[src/rtl/spi_host_ctrl_if.sv]
// Command / TX / RX bus between the register-access logic and spi_host_ctrl.
// The controller takes the slave modport; the requester takes the master modport.
interface spi_host_ctrl_if #(
    parameter int LEN_W = 9
);
    // A cmd or tx transfer happens on the clk edge where valid && ready are both 1; the
    // requester holds valid and its payload stable until then. rx_valid is a one-cycle
    // strobe with no ready, so the receiver must always accept it.
    logic             cmd_valid;
    logic             cmd_ready;
    logic [7:0]       cmd_addr;
    logic [LEN_W-1:0] cmd_len;
    logic             cmd_sync;
    logic [7:0]       tx_data;
    logic             tx_valid;
    logic             tx_ready;
    logic [7:0]       rx_data;
    logic             rx_valid;
    logic [7:0]       rx_addr;
    logic             busy;

    modport master (
        output cmd_valid, cmd_addr, cmd_len, cmd_sync, tx_data, tx_valid,
        input  cmd_ready, tx_ready, rx_data, rx_valid, rx_addr, busy
    );

    modport slave (
        input  cmd_valid, cmd_addr, cmd_len, cmd_sync, tx_data, tx_valid,
        output cmd_ready, tx_ready, rx_data, rx_valid, rx_addr, busy
    );
endinterface

[src/rtl/spi_host_ctrl.sv]
// Host-side serial initiator: optional iclk preamble, address byte, then full-duplex data bytes, LSB first.
// Define SPI_HOST_AUTO_SYNC_EN to force the iclk preamble on every command (cmd_sync ignored).
module spi_host_ctrl #(
    parameter int SCLK_HALF   = 1,
    parameter int ICLK_PULSES = 8,
    parameter int LEN_W       = 9
) (
    input  logic           clk,
    input  logic           rst,
    spi_host_ctrl_if.slave bus,
    output logic           sclk,
    output logic           iclk,
    output logic           serial_in,
    input  logic           serial_out,
    output logic [2:0]     dbg_state
);
    localparam int CW = (SCLK_HALF > 1) ? $clog2(SCLK_HALF) : 1;
    localparam int PW = (ICLK_PULSES > 1) ? $clog2(ICLK_PULSES) : 1;

    typedef enum logic [2:0] {IDLE, SYNC_HI, SYNC_LO, ADDR, LOAD, DATA, DONE} state_t;

    state_t           state, state_n;
    logic [CW-1:0]    cnt, cnt_n;
    logic             phase, phase_n;
    logic [2:0]       bit_idx, bit_n;
    logic [PW-1:0]    pulse, pulse_n;
    logic [7:0]       sh, sh_n;
    logic [7:0]       addr_q, addr_n;
    logic [7:0]       idx, idx_n;
    logic [7:0]       rx_shift, rx_shift_n;
    logic [LEN_W-1:0] rem, rem_n;
    logic             half_end, do_sync, rx_fire;
    logic             sclk_n, iclk_n, serial_in_n, cmd_ready_n, busy_n, tx_ready_n, rx_valid_n;
    logic [7:0]       rx_data_n, rx_addr_n;

    assign half_end  = (cnt == CW'(SCLK_HALF - 1));
    assign dbg_state = state;
`ifdef SPI_HOST_AUTO_SYNC_EN
    assign do_sync = bus.cmd_sync | 1'b1;
`else
    assign do_sync = bus.cmd_sync;
`endif

    // Outputs are registered from the next-state values so they line up with the state.
    always_ff @(posedge clk) begin
        if (rst) begin
            state         <= IDLE;
            cnt           <= '0;
            phase         <= 1'b0;
            bit_idx       <= 3'd0;
            pulse         <= '0;
            sh            <= 8'h00;
            addr_q        <= 8'h00;
            idx           <= 8'h00;
            rx_shift      <= 8'h00;
            rem           <= '0;
            sclk          <= 1'b0;
            iclk          <= 1'b0;
            serial_in     <= 1'b0;
            bus.cmd_ready <= 1'b1;
            bus.busy      <= 1'b0;
            bus.tx_ready  <= 1'b0;
            bus.rx_valid  <= 1'b0;
            bus.rx_data   <= 8'h00;
            bus.rx_addr   <= 8'h00;
        end else begin
            state         <= state_n;
            cnt           <= cnt_n;
            phase         <= phase_n;
            bit_idx       <= bit_n;
            pulse         <= pulse_n;
            sh            <= sh_n;
            addr_q        <= addr_n;
            idx           <= idx_n;
            rx_shift      <= rx_shift_n;
            rem           <= rem_n;
            sclk          <= sclk_n;
            iclk          <= iclk_n;
            serial_in     <= serial_in_n;
            bus.cmd_ready <= cmd_ready_n;
            bus.busy      <= busy_n;
            bus.tx_ready  <= tx_ready_n;
            bus.rx_valid  <= rx_valid_n;
            bus.rx_data   <= rx_data_n;
            bus.rx_addr   <= rx_addr_n;
        end
    end

    always_comb begin
        state_n    = state;
        cnt_n      = cnt;
        phase_n    = phase;
        bit_n      = bit_idx;
        pulse_n    = pulse;
        sh_n       = sh;
        addr_n     = addr_q;
        idx_n      = idx;
        rx_shift_n = rx_shift;
        rem_n      = rem;
        case (state)
            IDLE: begin
                if (bus.cmd_valid) begin
                    addr_n  = bus.cmd_addr;
                    sh_n    = bus.cmd_addr;
                    rem_n   = bus.cmd_len;
                    idx_n   = 8'h00;
                    cnt_n   = '0;
                    phase_n = 1'b0;
                    bit_n   = 3'd0;
                    pulse_n = '0;
                    state_n = do_sync ? SYNC_HI : ADDR;
                end
            end
            SYNC_HI: begin
                if (half_end) begin
                    cnt_n   = '0;
                    state_n = SYNC_LO;
                end else begin
                    cnt_n = cnt + 1'b1;
                end
            end
            SYNC_LO: begin
                if (half_end) begin
                    cnt_n   = '0;
                    pulse_n = pulse + 1'b1;
                    state_n = (pulse == PW'(ICLK_PULSES - 1)) ? ADDR : SYNC_HI;
                end else begin
                    cnt_n = cnt + 1'b1;
                end
            end
            ADDR, DATA: begin
                if (!half_end) begin
                    cnt_n = cnt + 1'b1;
                end else if (!phase) begin
                    cnt_n   = '0;
                    phase_n = 1'b1;
                end else begin
                    // Last cycle of the high phase: sample, then sclk falls into the next setup.
                    cnt_n               = '0;
                    phase_n             = 1'b0;
                    rx_shift_n[bit_idx] = serial_out;
                    bit_n               = bit_idx + 1'b1;
                    if (bit_idx == 3'd7) begin
                        if (state == ADDR) begin
                            state_n = (rem != '0) ? LOAD : DONE;
                        end else begin
                            rem_n   = rem - 1'b1;
                            idx_n   = idx + 1'b1;
                            state_n = (rem == LEN_W'(1)) ? DONE : LOAD;
                        end
                    end
                end
            end
            LOAD: begin
                if (bus.tx_valid) begin
                    sh_n    = bus.tx_data;
                    state_n = DATA;
                end
            end
            DONE:    state_n = IDLE;
            default: state_n = IDLE;
        endcase
    end

    always_comb begin
        sclk_n      = 1'b0;
        serial_in_n = serial_in;
        iclk_n      = (state_n == SYNC_HI);
        if (state_n == ADDR || state_n == DATA) begin
            sclk_n      = phase_n;
            serial_in_n = sh_n[bit_n];
        end
        cmd_ready_n = (state_n == IDLE);
        busy_n      = (state_n != IDLE);
        tx_ready_n  = (state_n == LOAD);
        rx_fire     = (state == DATA) && phase && half_end && (bit_idx == 3'd7);
        rx_valid_n  = rx_fire;
        rx_data_n   = rx_fire ? rx_shift_n : bus.rx_data;
        rx_addr_n   = rx_fire ? (addr_q + idx) : bus.rx_addr;
    end
endmodule

[src/flat_wrapper.sv]
// flat-port wrapper written by rule: the top's interface ports become plain ports
module spi_host_ctrl_flat 
#(
    parameter int SCLK_HALF   = 1,
    parameter int ICLK_PULSES = 8,
    parameter int LEN_W       = 9
)
  (clk, rst, sclk, iclk, serial_in, serial_out, dbg_state, bus_cmd_valid, bus_cmd_addr, bus_cmd_len, bus_cmd_sync, bus_tx_data, bus_tx_valid, bus_cmd_ready, bus_tx_ready, bus_rx_data, bus_rx_valid, bus_rx_addr, bus_busy);
  spi_host_ctrl_if #(.LEN_W(LEN_W)) bus_i ();
  input  logic clk;
  input  logic rst;
  output logic sclk;
  output logic iclk;
  output logic serial_in;
  input  logic serial_out;
  output logic [2:0] dbg_state;
  input wire logic [$bits(bus_i.cmd_valid)-1:0] bus_cmd_valid;
  input wire logic [$bits(bus_i.cmd_addr)-1:0] bus_cmd_addr;
  input wire logic [$bits(bus_i.cmd_len)-1:0] bus_cmd_len;
  input wire logic [$bits(bus_i.cmd_sync)-1:0] bus_cmd_sync;
  input wire logic [$bits(bus_i.tx_data)-1:0] bus_tx_data;
  input wire logic [$bits(bus_i.tx_valid)-1:0] bus_tx_valid;
  output wire logic [$bits(bus_i.cmd_ready)-1:0] bus_cmd_ready;
  output wire logic [$bits(bus_i.tx_ready)-1:0] bus_tx_ready;
  output wire logic [$bits(bus_i.rx_data)-1:0] bus_rx_data;
  output wire logic [$bits(bus_i.rx_valid)-1:0] bus_rx_valid;
  output wire logic [$bits(bus_i.rx_addr)-1:0] bus_rx_addr;
  output wire logic [$bits(bus_i.busy)-1:0] bus_busy;
  assign bus_i.cmd_valid = bus_cmd_valid;
  assign bus_i.cmd_addr = bus_cmd_addr;
  assign bus_i.cmd_len = bus_cmd_len;
  assign bus_i.cmd_sync = bus_cmd_sync;
  assign bus_i.tx_data = bus_tx_data;
  assign bus_i.tx_valid = bus_tx_valid;
  assign bus_cmd_ready = bus_i.cmd_ready;
  assign bus_tx_ready = bus_i.tx_ready;
  assign bus_rx_data = bus_i.rx_data;
  assign bus_rx_valid = bus_i.rx_valid;
  assign bus_rx_addr = bus_i.rx_addr;
  assign bus_busy = bus_i.busy;
  spi_host_ctrl #(.SCLK_HALF(SCLK_HALF), .ICLK_PULSES(ICLK_PULSES), .LEN_W(LEN_W)) u_core (.clk(clk), .rst(rst), .bus(bus_i), .sclk(sclk), .iclk(iclk), .serial_in(serial_in), .serial_out(serial_out), .dbg_state(dbg_state));
endmodule
[config.mk]
export PLATFORM = sky130hd
export DESIGN_NAME = spi_host_ctrl_flat
export DESIGN_NICKNAME = d
export VERILOG_FILES = /design/src/rtl/spi_host_ctrl_if.sv /design/src/rtl/spi_host_ctrl.sv /design/src/flat_wrapper.sv
export SDC_FILE = /design/constraint.sdc
export NUM_CORES = 1
export LEC_CHECK = 0
export ABC_AREA = 1
export BUFFER_PORTS_ARGS = -buffer_cell sky130_fd_sc_hd__clkbuf_2
export CAP_MARGIN = 10
export CORE_MARGIN = 2
export CORE_UTILIZATION = 45
export DETAILED_ROUTE_END_ITERATION = 16
export HOLD_SLACK_MARGIN = 0.02
export PLACE_DENSITY = 0.67
export SLEW_MARGIN = 20
export SYNTH_ARGS = -nofsm -noshare
export SYNTH_HDL_FRONTEND = slang
export SYNTH_SLANG_ARGS = --single-unit
[constraint.sdc]
create_clock -name clk -period 3.22 [get_ports clk]
set_input_delay 0.483 -clock clk [delete_from_list [all_inputs] [get_ports clk]]
set_output_delay 0.483 -clock clk [all_outputs]
set_load 0.02 [all_outputs]
* Word level (Yosys, flattened, before mapping)
Cells that the tools add are included.
Operators by class: add/sub/neg operators 6, $lt $le $gt $ge 3, equality and inequality tests 18, multiplexer cells 50, bitwise logic cells 2, reductions and logical operators 19
Operator list (count):
- 2-to-1 mux 8 bit | 10
- 2-to-1 mux 9 bit | 5
- 2-to-1 mux 3 bit | 13
- case mux 8 bit (2 select lines) | 2
- == test 3 bit, second input constant | 6
- case mux 9 bit (2 select lines) | 1
- case mux 3 bit (5 select lines) | 1
- case mux 3 bit (2 select lines) | 2
- == test 3 x 2 -> 1 bit, second input constant | 3
- == test 9 x 1 -> 1 bit, second input constant | 1
- nonzero test 9 bit | 1
- subtractor 9 x 1 -> 9 bit, second input constant | 1
- adder 8 x 1 -> 8 bit, second input constant | 1
- adder 8 bit | 1
- bitwise mux 8 bit | 1
- less-than comparator 3 x 4 -> 1 bit, second input constant | 2
- 2-to-1 mux 2 bit | 4
- != test 2 bit, second input constant | 4
- 2-to-1 mux 1 bit | 7
- adder 3 x 1 -> 3 bit, second input constant | 2
- == test 3 x 1 -> 1 bit, second input constant | 2
- zero test 3 bit | 2
- AND reduction 6 bit | 1
- nonzero test 2 bit | 3
- other kinds (14) | 22
Word-level totals: register bits after elaboration 75, input port bits 31, output and inout bits 26, word-level logic and storage cells 117

* Logic depth before layout (Yosys ltp)
word-level depth 11, gate-level depth with buffers 15, mapped depth without buffers 15

* Worst setup path after synthesis
No wires, ideal clock.
path kind register to register, start point register u_core.idx[0], end point register u_core.bus.rx_addr[6], setup time 115 ps, arrival 1642 ps, required time 3105 ps, path slack 1463 ps, stages on the path, launching flop included 11, buffers on the path 0, clock period less this slack 1757 ps, path through dfxtp_1 ha_1 inv_1 fa_1 o21ai_0 nand2_1 nand2_1 a21oi_1 xnor2_1 o21ai_0 inv_1
On the way: word-level cells in the longest chain between the ends 1
RTL lines:
- start, declared | RTL line spi_host_ctrl.sv:29 | logic [7:0] idx, idx_n;
- start signal, assigned | RTL line spi_host_ctrl.sv:74 | idx <= idx_n;
- adder 8 bit | RTL line spi_host_ctrl.sv:179 | rx_addr_n = rx_fire ? (addr_q + idx) : bus.rx_addr;
- end signal, assigned | RTL line spi_host_ctrl.sv:85 | bus.rx_addr <= rx_addr_n;
- end, declared | RTL line spi_host_ctrl_if.sv:29 | output cmd_ready, tx_ready, rx_data, rx_valid, rx_addr, busy
No other way between the ends. A chain may end at the register's enable or synchronous reset.

* Final worst setup path
start point register u_core.state[0] (netlist: u_core.dbg_state[0]), end point register u_core.rem[8]
On the way: word-level cells in the longest chain between the ends 4, elaborated cells between the ends (all ways) 12, classes of those cells 7 x eq/ne; 1 x mux; 4 x reduce/logical
RTL lines:
- start, declared | RTL line spi_host_ctrl.sv:22 | state_t state, state_n;
- start signal, assigned | RTL line spi_host_ctrl.sv:67 | state <= state_n;
- == test 3 bit or == test 3 x 2 -> 1 bit (tied branches) | RTL line spi_host_ctrl.sv:100, spi_host_ctrl.sv:144
- OR reduction 2 bit | RTL line spi_host_ctrl.sv:100 | case (state)
- != test 2 bit (no source line), or another cell as far along
- AND reduction 6 bit (no source line)
- end signal, assigned | RTL line spi_host_ctrl.sv:76 | rem <= rem_n;
- end, declared | RTL line spi_host_ctrl.sv:31 | logic [LEN_W-1:0] rem, rem_n;
Parallel ways exist; a longest one is shown, timed or not.

==> results.sh <==
export IMPL_regArea_um2=1481
export IMPL_ys_top_cells_by_area="dfxtp_1 (37%), nand2_1 (13%), inv_1 (7.0%)"
export IMPL_syn_nets=616
export IMPL_maxSlewHeadroom_pct=63.46
export IMPL_worst_pin_slew_ns=0.5475
export IMPL_design_area_um2=4572
export IMPL_vias=3687
export IMPL_multi_input_area_um2=2117
export IMPL_post_cts_resize_count=0
export IMPL_ioPinCount=57
export IMPL_synth_warnings=0
export IMPL_place_hpwl_um=6738
export IMPL_postCtsSetupRepairBufs=0
export IMPL_fmax_mhz=480.3
export IMPL_cts_tree="done"
export IMPL_clkLatencyLatePin_ns=0.35
export IMPL_cp_num_buf_inv=1
export IMPL_fillers=896
export IMPL_holdBufCountCts=0
export IMPL_synth_area_um2=3995
export IMPL_viasPerCell=5.044
export IMPL_yosysSeqAreaShare_pct=37.08
export IMPL_overflow=0
export IMPL_die_area_um2=9647
export IMPL_grt_pass1_vias=3449
export IMPL_dpl_cell_area_um2=4340
export IMPL_max_vdd_ir_drop_mv=0.1925
export IMPL_cap_violations=0
export IMPL_hold_end="u_core.rem[4]"
export IMPL_route_met2_wl_um=4370
export IMPL_startpoint="u_core.dbg_state[0]"
export IMPL_cp_arrival_ns=2.34
export IMPL_drt_first_pass_iters=4
export IMPL_cts_sinks=74
export IMPL_synth_edff_count=0
export IMPL_hp_class="in2reg"
export IMPL_synth_top_area_share_pct=37.08
export IMPL_outcome="finished, final reports clean"
export IMPL_layout_drive_gt1_share_pct=17.66
export IMPL_grt_max_degree=43
export IMPL_fin_tns_setup_ns=0
export IMPL_synth_common_cells="nand2_1 (141), dfxtp_1 (74), inv_1 (74)"
export IMPL_ant_nets=0
export IMPL_routedWlPerCell_um=12.51
export IMPL_p_total_w=0.002259
export IMPL_path_class="reg2reg"
export IMPL_slew_viol_final=0
export IMPL_fin_crit_ns=2.082
export IMPL_clk_pin_slew_ns=0.08
export IMPL_coreArea_um2=8678
export IMPL_cp_data_required_time_ns=3.48
export IMPL_drt_wl_total_um=9143
export IMPL_holdPathStages=3
export IMPL_cts_root_buf="clkbuf_8"
export IMPL_dieWidth_um=98.22
export IMPL_p_per_area_nw_per_um2=494.2
export IMPL_syn_avg_cell_area_um2=7.021
export IMPL_cts_buffer_depth=2
export IMPL_ys_ff_latch=74
export IMPL_diodes=0
export IMPL_cp_start_kind="flip-flop"
export IMPL_max_stage_delay_ns=0.62
export IMPL_r2r_end="u_core.rem[8]"
export IMPL_setup_ws_ns=1.138
export IMPL_dr_first_iter_drc_count=129
export IMPL_yosysMostFrequentCell="nand2_1"
export IMPL_syn_instance_count=569
export IMPL_crit_fanout=17
export IMPL_io_buffers=56
export IMPL_start_util_pct=46.04
export IMPL_grt_total_usage_pct=19.75
export IMPL_synth_distinct_cells=43
export IMPL_synth_largest_area_cell="dfxtp_1"
export IMPL_fin_cells=731
export IMPL_fin_crit_sh_pct=64.65
export IMPL_worstRegToRegCells=8
export IMPL_leakagePower_nw=2.204
export IMPL_fin_nets=666
export IMPL_async_reset_ff_share_pct=0
export IMPL_timing_rr_start="u_core.dbg_state[0]"
export IMPL_dp_slack_ns=1.162
export IMPL_hold_start="bus_cmd_len[4]"
export IMPL_crit_path_top_delay_cell="dfxtp_1"
export IMPL_finalHoldViolCount=0
export IMPL_critical_path_top_delay_family="simple AND/OR/NAND/NOR gates"
export IMPL_cts_buffers=9
export IMPL_cp_end_kind="flip-flop"
export IMPL_gp_routability_congestion=0.8579
export IMPL_wl_met3_um=313
export IMPL_fp_row_count=34
export IMPL_drc=0
export IMPL_syn2layout_area_growth_pct=14.44
export IMPL_setup_violations_final=0
export IMPL_critical_path_cell_chain="nand2_1 -> nand2_1 -> nand2_2 -> nand2_2 -> nand2_4 -> inv_2 -> o21ai_0 -> a211oi_1"
export IMPL_grt_antenna_before_repair=0
export IMPL_r2r_slack_ns=1.14
export IMPL_dp_cells=716
export IMPL_die_h_um=98.22
export IMPL_grt_pass1_wl_um=15670
export IMPL_routed_top_layer="met4"
export IMPL_met1_length_um=4298
export IMPL_rsz0062_at_grt="false"
export IMPL_skew_ns=0.005401
export IMPL_synth_flop_cell="dfxtp_1"
export IMPL_htree_levels=3
-- per-stage QoR --
stage | hold WS [ns] | utilization, %
2_1_floorplan | 0.4327 | -
3_3_place_gp | 0.4488 | 50.01
3_5_place_dp | 0.4577 | 50.01
4_1_cts | 0.3695 | 52.68
5_1_grt | 0.3911 | 52.68
6_report | 0.3840 | 52.68
-- area by class of cell --
cell class | count | area share (%)
multi-input combinational | 394 | 46.31
clock buffer | 10 | 2.791
inverter | 81 | 6.650
timing repair buffer | 59 | 6.623
tap | 108 | 2.956
clock inverter | 5 | 2.271
sequential | 74 | 32.40
-- sequential cells by signal (all words and copies together) (netlist names), 8 cells and up --
signal	cells
u_core.rem	9
u_core.bus.rx_addr	8
u_core.rx_shift	8
u_core.sh	8
u_core.addr_q	8
u_core.idx	8
u_core.bus.rx_data	8
-- worst min-delay path, cell delays in order --
cell	delay, ns
clkbuf_2	0.08
nand2_1	0.06
a31oi_1	0.07
-- report_power, final --
group	leakage [nW]	internal [W]	switching [W]
clock	0.116	0.000511	0.000348
combinational	1.48	0.000135	0.000260
sequential	0.602	0.000964	0.0000415
total	2.20	0.00161	0.000649
-- routing by layer --
metal  vias up  track usage, %
li1       1925               -
met1      1690           25.45
met2        60           33.35
met3        12           3.006
met4         0           7.692
met5         -               0
-- logic make-up after synthesis --
| kind of cell | synth area share, % |
|---|---|
| AOI/OAI and AO/OA | 15.53 |
| xor gates and xnor gates | 1.973 |
| adders and majority gates | 5.199 |
| buffers and inverters | 9.928 |
| DFF | 37.08 |
| muxes | 1.002 |
| and+or+nand+nor | 29.28 |
-- placed cells by master (no fill, tap or decap), drive strengths merged --
master,synthesis,layout
o211ai,10,10
bufinv,0,3
ha,15,15
nand4,2,2
clkinv,1,3
nand3b,2,2
nor3,7,7
buf,9,3
a31oi,4,4
fa,1,1
a211oi,7,7
a22oi,2,2
inv,80,80
mux2i,4,4
dfxtp,74,74
o21a,1,1
or2,1,1
and3,1,1
o31ai,2,2
clkbuf,11,66
nand3,31,31
xor2,8,8
o21ai,41,41
nor2,61,61
a21oi,40,40
nor3b,2,2
nand2,150,150
xnor2,1,1
nor4,1,1
-- worst max-delay path by stage --
stage	to	slack, ns	depth (start not counted)
floorplan	u_core.bus.rx_addr[6]	1.46	10
global placement	u_core.serial_in	1.17	9
detailed placement	u_core.idx[7]	1.16	8
CTS	u_core.rem[8]	1.13	8
global route	u_core.rem[8]	0.95	8
finish	u_core.rem[8]	1.14	8
No activity file was read; power rests on OpenSTA's default activity.
